$ cat config.mk
export PLATFORM = sky130hd
export DESIGN_NAME = neuron_mac
export DESIGN_NICKNAME = d
export VERILOG_FILES = /design/src/rtl/neuron_pkg.sv /design/src/rtl/neuron_act.sv /design/src/rtl/neuron_mac.sv
export SDC_FILE = /design/constraint.sdc
export NUM_CORES = 1
export LEC_CHECK = 0
export ABC_AREA = 0
export CAP_MARGIN = 20
export CORE_UTILIZATION = 50
export DETAILED_ROUTE_END_ITERATION = 10
export GPL_TIMING_DRIVEN = 0
export PLACE_DENSITY = 0.78
export SYNTH_ARGS = -nofsm -noshare
export SYNTH_HDL_FRONTEND = slang
export SYNTH_SLANG_ARGS = --single-unit
$ cat constraint.sdc
create_clock -name Clk -period 13.6 [get_ports Clk]
set_input_delay 2.72 -clock Clk [delete_from_list [all_inputs] [get_ports Clk]]
set_output_delay 2.72 -clock Clk [all_outputs]
set_load 0.02 [all_outputs]
$ cat src/rtl/neuron_pkg.sv
// rtl/neuron_pkg.sv - shared types and sizing helper for the neuron MAC
// Contents:
//   act_mode_e  - activation selection (ACT_NONE, ACT_RELU)
//   state_e     - inference sequencer states
//   acc_width() - accumulator width wide enough that no partial sum can overflow
package neuron_pkg;

    typedef enum logic {
        ACT_NONE = 1'b0,
        ACT_RELU = 1'b1
    } act_mode_e;

    typedef enum logic [2:0] {
        IDLE  = 3'd0,
        ACCUM = 3'd1,
        BIAS  = 3'd2,
        ACT   = 3'd3,
        DONE  = 3'd4
    } state_e;

    // Full product width plus one growth bit per doubling of the pair count,
    // plus one spare bit so the bias addition cannot overflow either.
    function automatic int acc_width(input int data_w, input int n_in);
        return 2 * data_w + $clog2(n_in) + 1;
    endfunction

endpackage

$ cat src/rtl/neuron_act.sv
// rtl/neuron_act.sv - fixed-point rescale, saturation and activation
// Ports:
//   acc - signed accumulator holding the biased sum with 2*FRAC_W fraction bits
//   z   - DATA_W result with FRAC_W fraction bits, saturated, activation applied
module neuron_act
    import neuron_pkg::*;
#(
    parameter int        DATA_W   = 16,
    parameter int        FRAC_W   = 8,
    parameter int        ACC_W    = 41,
    parameter act_mode_e ACT_MODE = ACT_RELU
) (
    input  logic signed [ACC_W-1:0]  acc,
    output logic        [DATA_W-1:0] z
);

    logic signed [ACC_W-1:0]  shifted;
    logic        [ACC_W-DATA_W:0] hi;
    logic        [DATA_W-1:0] sat;

    always_comb begin
        // Arithmetic shift drops the extra fraction bits, rounding toward -inf.
        shifted = acc >>> FRAC_W;
        // The value fits in DATA_W iff every bit from the DATA_W sign bit
        // upwards agrees; otherwise clamp by the true sign.
        hi = shifted[ACC_W-1:DATA_W-1];
        if ((&hi) || (~|hi)) begin
            sat = shifted[DATA_W-1:0];
        end else if (hi[ACC_W-DATA_W]) begin
            sat = {1'b1, {(DATA_W-1){1'b0}}};
        end else begin
            sat = {1'b0, {(DATA_W-1){1'b1}}};
        end

        if ((ACT_MODE == ACT_RELU) && sat[DATA_W-1]) begin
            z = '0;
        end else begin
            z = sat;
        end
    end

endmodule

$ cat src/rtl/neuron_mac.sv
// rtl/neuron_mac.sv - single neuron multiply-accumulate with bias and activation
// Ports:
//   Clk, Reset          - clock, asynchronous active-high reset
//   Start, Bias         - begin an inference; Bias captured with Start in IDLE
//   In_valid, In_ready  - X/W pair handshake, ready only while accumulating
//   X, W                - signed fixed-point activation and weight
//   Busy                - sequencer is not idle
//   Out_valid, Out_ready, Z - result handshake; Z held until taken and after
module neuron_mac
    import neuron_pkg::*;
#(
    parameter int        N_IN     = 784,
    parameter int        DATA_W   = 16,
    parameter int        FRAC_W   = 8,
    parameter act_mode_e ACT_MODE = ACT_RELU
) (
    input  logic              Clk,
    input  logic              Reset,
    input  logic              Start,
    input  logic [DATA_W-1:0] Bias,
    input  logic              In_valid,
    output logic              In_ready,
    input  logic [DATA_W-1:0] X,
    input  logic [DATA_W-1:0] W,
    output logic              Busy,
    output logic              Out_valid,
    input  logic              Out_ready,
    output logic [DATA_W-1:0] Z
);

    localparam int ACC_W = acc_width(DATA_W, N_IN);
    localparam int CNT_W = $clog2(N_IN + 1);
    localparam logic [CNT_W-1:0] LAST_CNT = CNT_W'(N_IN - 1);

    state_e                   state_q, state_d;
    logic signed [ACC_W-1:0]  acc_q, acc_d;
    logic        [CNT_W-1:0]  cnt_q, cnt_d;
    logic        [DATA_W-1:0] bias_q, bias_d;
    logic        [DATA_W-1:0] z_q, z_d;
    logic        [DATA_W-1:0] act_z;

    logic signed [2*DATA_W-1:0] prod;
    logic signed [ACC_W-1:0]    prod_ext;
    logic signed [ACC_W-1:0]    bias_ext;

    assign prod     = $signed(X) * $signed(W);
    assign prod_ext = {{(ACC_W-2*DATA_W){prod[2*DATA_W-1]}}, prod};
    // Bias carries FRAC_W fraction bits while products carry 2*FRAC_W, so
    // align it before adding.
    assign bias_ext = {{(ACC_W-DATA_W-FRAC_W){bias_q[DATA_W-1]}}, bias_q, {FRAC_W{1'b0}}};

    neuron_act #(
        .DATA_W   (DATA_W),
        .FRAC_W   (FRAC_W),
        .ACC_W    (ACC_W),
        .ACT_MODE (ACT_MODE)
    ) u_act (
        .acc (acc_q),
        .z   (act_z)
    );

    always_comb begin
        state_d = state_q;
        acc_d   = acc_q;
        cnt_d   = cnt_q;
        bias_d  = bias_q;
        z_d     = z_q;
        case (state_q)
            IDLE: begin
                if (Start) begin
                    acc_d   = '0;
                    cnt_d   = '0;
                    bias_d  = Bias;
                    state_d = ACCUM;
                end
            end
            ACCUM: begin
                if (In_valid) begin
                    acc_d = acc_q + prod_ext;
                    cnt_d = cnt_q + 1'b1;
                    if (cnt_q == LAST_CNT) begin
                        state_d = BIAS;
                    end
                end
            end
            BIAS: begin
                acc_d   = acc_q + bias_ext;
                state_d = ACT;
            end
            ACT: begin
                z_d     = act_z;
                state_d = DONE;
            end
            DONE: begin
                if (Out_ready) begin
                    state_d = IDLE;
                end
            end
            default: begin
                state_d = IDLE;
            end
        endcase
    end

    always_ff @(posedge Clk or posedge Reset) begin
        if (Reset) begin
            state_q <= IDLE;
            acc_q   <= '0;
            cnt_q   <= '0;
            bias_q  <= '0;
            z_q     <= '0;
        end else begin
            state_q <= state_d;
            acc_q   <= acc_d;
            cnt_q   <= cnt_d;
            bias_q  <= bias_d;
            z_q     <= z_d;
        end
    end

    assign In_ready  = (state_q == ACCUM);
    assign Busy      = (state_q != IDLE);
    assign Out_valid = (state_q == DONE);
    assign Z         = z_q;

endmodule

==> results.md <==
* CTS Sinks at 87
* Most common cell after layout, fill and taps aside: inv_1
* Synthesized flop and latch total at 87
* Critical Path RT at 13810 ps
* Worst setup SP type: input pin
* Synth Area in Simple Gates at 0.1453
* Post-Route WL at 46.43 mm
* Clock latency on the worst-skew pair at 360 ps
* Synth Net Count at 2586
* RePlAce Congestion at 0.9565
* Largest family of logic cells by synthesized area: adder cells
* Vias/cell at 5.599
* Critical path class: input pin to register
* DP HPWL at 40.12 mm
* Tcrit/Tclk final at 0.7916
* Hold Crit Class: register to register
* CORE AREA at 35910 µm²
* Final hold vios at 0
* Max Transition Viols Final at 0
* Max-cap violations at 0
* Drt pass-1 iters at 8
* Setup TNS at 0 ps
* Crit path DAT at 10980 ps
* Die W at 193.8 µm
* Post-CTS Setup Inserts at 0
* # nets final at 2669
* Resized cells post-CTS at 0
* Gr ovfl total at 0
* Clock transition at path regs at 70 ps
* Setup WS pre-CTS at 2508 ps
* Syn Area/Cell at 9.041 µm²
* Post-synthesis sequential area ratio at 0.1184
* Unrepaired setup endpoints after global routing: no
* Clock tree buffer depth at 2
* Initial Util at 0.5120
* # rows at 69
* FF-to-FF setup slack at 7570 ps
* Antenna violations before repair at 0
* Setup slack after layout at 2834 ps
* Number of synthesized flops with an enable pin at 0
* Relative slew margins at 0.3723
* Worst-margin pin slew at 940.5 ps
* First-pass GRT wire length at 78.30 mm
* Post-Synth Adder-Cell Area at 0.4796
* DRC Markers at 0
* CTS Hold Bufs at 0
* Layout cells sized above 1 at 0.02309
* Largest net degree at the start of global routing at 67
* TritonCTS Buffers at 9
* Vias in the first global route at 15680
* Clk_skew at 7.770 ps
* Compound-cell area share of the yosys netlist at 0.1076
* Full die area at 37550 µm²
* H-tree depth at 3
* CP Max Fanout at 10
* Antenna Nets Post-Route at 0
* Max Fclk at 0.09289 GHz
* DR WL/cell at 17.98 µm
* Main synth FF type: dfrtp_1
* Post-synth ARST share at 1.000
* Root buffer cell: clkbuf_16
* Top Ports at 72
* Syn-to-layout area delta at 9.077%
* Fin util at 0.5585
* Most frequent cells in the layout: inv_1, fa_1, nand2_1
* All-Layer GR Usage at 0.2604
* Setup violations, final at 0
* TritonCTS clock tree: yes
* Antenna diodes at 0
* Port Buf Inserts at 70
* Tmin final at 10770 ps
* Vias at 14460
* Status: finished, final reports clean
* Synth Warn # at 0
* Syn Inst Count at 2034
* CP Capture Type: register
* Die height at 193.8 µm
* Multiplexer share of the synthesized area at 0.01089
* XOR/XNOR share of the synthesized area at 0.03620
* Synth cell types at 71
* Mapped Area at 18390 µm²
* DR iter-0 viols at 996
==> worst paths after layout <==
check                          start  cells after the start         to
hold reg to reg                 Z[3]                      2       Z[3]
min in group asynchronous      Reset                      2  acc_q[39]
setup reg to reg           acc_q[15]                     20  acc_q[41]
setup / recovery               X[15]                     24  acc_q[42]
hold / removal                  Z[3]                      2       Z[3]
max in group asynchronous      Reset                      3  acc_q[21]
==> worst max-delay path, cell delays in order <==
cell	delay, ps
clkdlybuf4s50_1	630
clkbuf_1	360
nand2_1	220
inv_1	80
fa_1	690
inv_1	140
fa_1	870
fa_1	640
fa_1	790
inv_1	250
fa_1	530
inv_1	50
fa_1	490
inv_1	40
ha_1	330
nand2_1	100
a2111oi_0	380
a211o_1	200
a31o_2	110
o31ai_1	100
a2111oi_1	710
or3_1	220
o2111a_1	220
o21ai_0	80
==> through the flow <==
stage	cells	area, µm²	hold slack [ps]
6_report	2583	20060	482.3
5_1_grt	2583	20060	514.0
4_1_cts	2583	20060	481.8
3_5_place_dp	2567	19730	466.2
3_3_place_gp	2565	19670	466.3
2_1_floorplan	2034	18390	455.1
==> synthesized netlist by cell type (3+ instances only) <==
cell type  count  area, µm²
inv_1        426       1599
fa_1         343       6867
nand2_1      204      765.7
ha_1         156       1952
nor2_1       136      510.5
and2_1       125      782.0
dfrtp_1       87       2177
clkbuf_1      63      236.5
a21oi_1       60      300.3
o21ai_0       58      290.3
xnor2_1       45      394.1
xor2_1        31      271.5
a21o_1        30      225.2
o31ai_1       23      172.7
nand3_1       21      105.1
a221oi_1      20      175.2
nor3_1        18      90.09
mux2_2        16      180.2
a211oi_1      13      97.59
or3_1         12      75.07
nand4_1       11      68.82
a31oi_1       10      62.56
o21bai_1       8      60.06
a22o_1         7      61.31
nor4_1         7      43.79
o21a_1         7      52.55
a2111oi_0      6      52.55
a311oi_1       6      52.55
and3_1         6      37.54
nor2b_1        5      31.28
o211ai_1       5      37.54
a22oi_1        4      30.03
buf_1          4      15.01
nand2b_1       4      25.02
nand3b_1       4      30.03
a211o_1        3      26.28
a41oi_1        3      26.28
o22ai_1        3      18.77
o31a_1         3      26.28
==> sequential cells by signal (all words and copies together) (netlist names) <==
name / flops
Z: 15
cnt_q: 10
state_q: 3
bias_q: 16
acc_q: 43
==> layout make-up <==
class	instances	area (µm²)
Clock inverter	6	100.1
Timing Repair Buffer	72	755.7
Fill cell	3132	15860
Multi-Input combinational cell	1450	14350
Buffer	70	269.0
Tap cell	461	576.8
Sequential cell	87	2177
Clock buffer	10	229.0
Inverter	427	1605
==> logic make-up after synthesis <==
| family | after synthesis |
|---|---|
| AND/OR/NAND/NOR | 566 |
| AO/OA/AOI/OAI | 290 |
| XOR/XNOR | 76 |
| multiplexers | 18 |
| flip-flops | 87 |
| buffers and inverters | 497 |
| adder cells (fa/ha/maj) | 499 |
| other | 1 |
==> layer usage <==
| layer | share of wire | GRT usage |
|---|---|---|
| met1 | 0.40 | 0.3291 |
| met2 | 0.51 | 0.4575 |
| met3 | 0.054 | 0.03288 |
| met4 | 0.037 | 0.09422 |
| met5 | 0 | 0 |
Power is left out: the tool's default activity adds up to more than one toggle a clock period on the data nets, which glitch-free logic cannot reach.
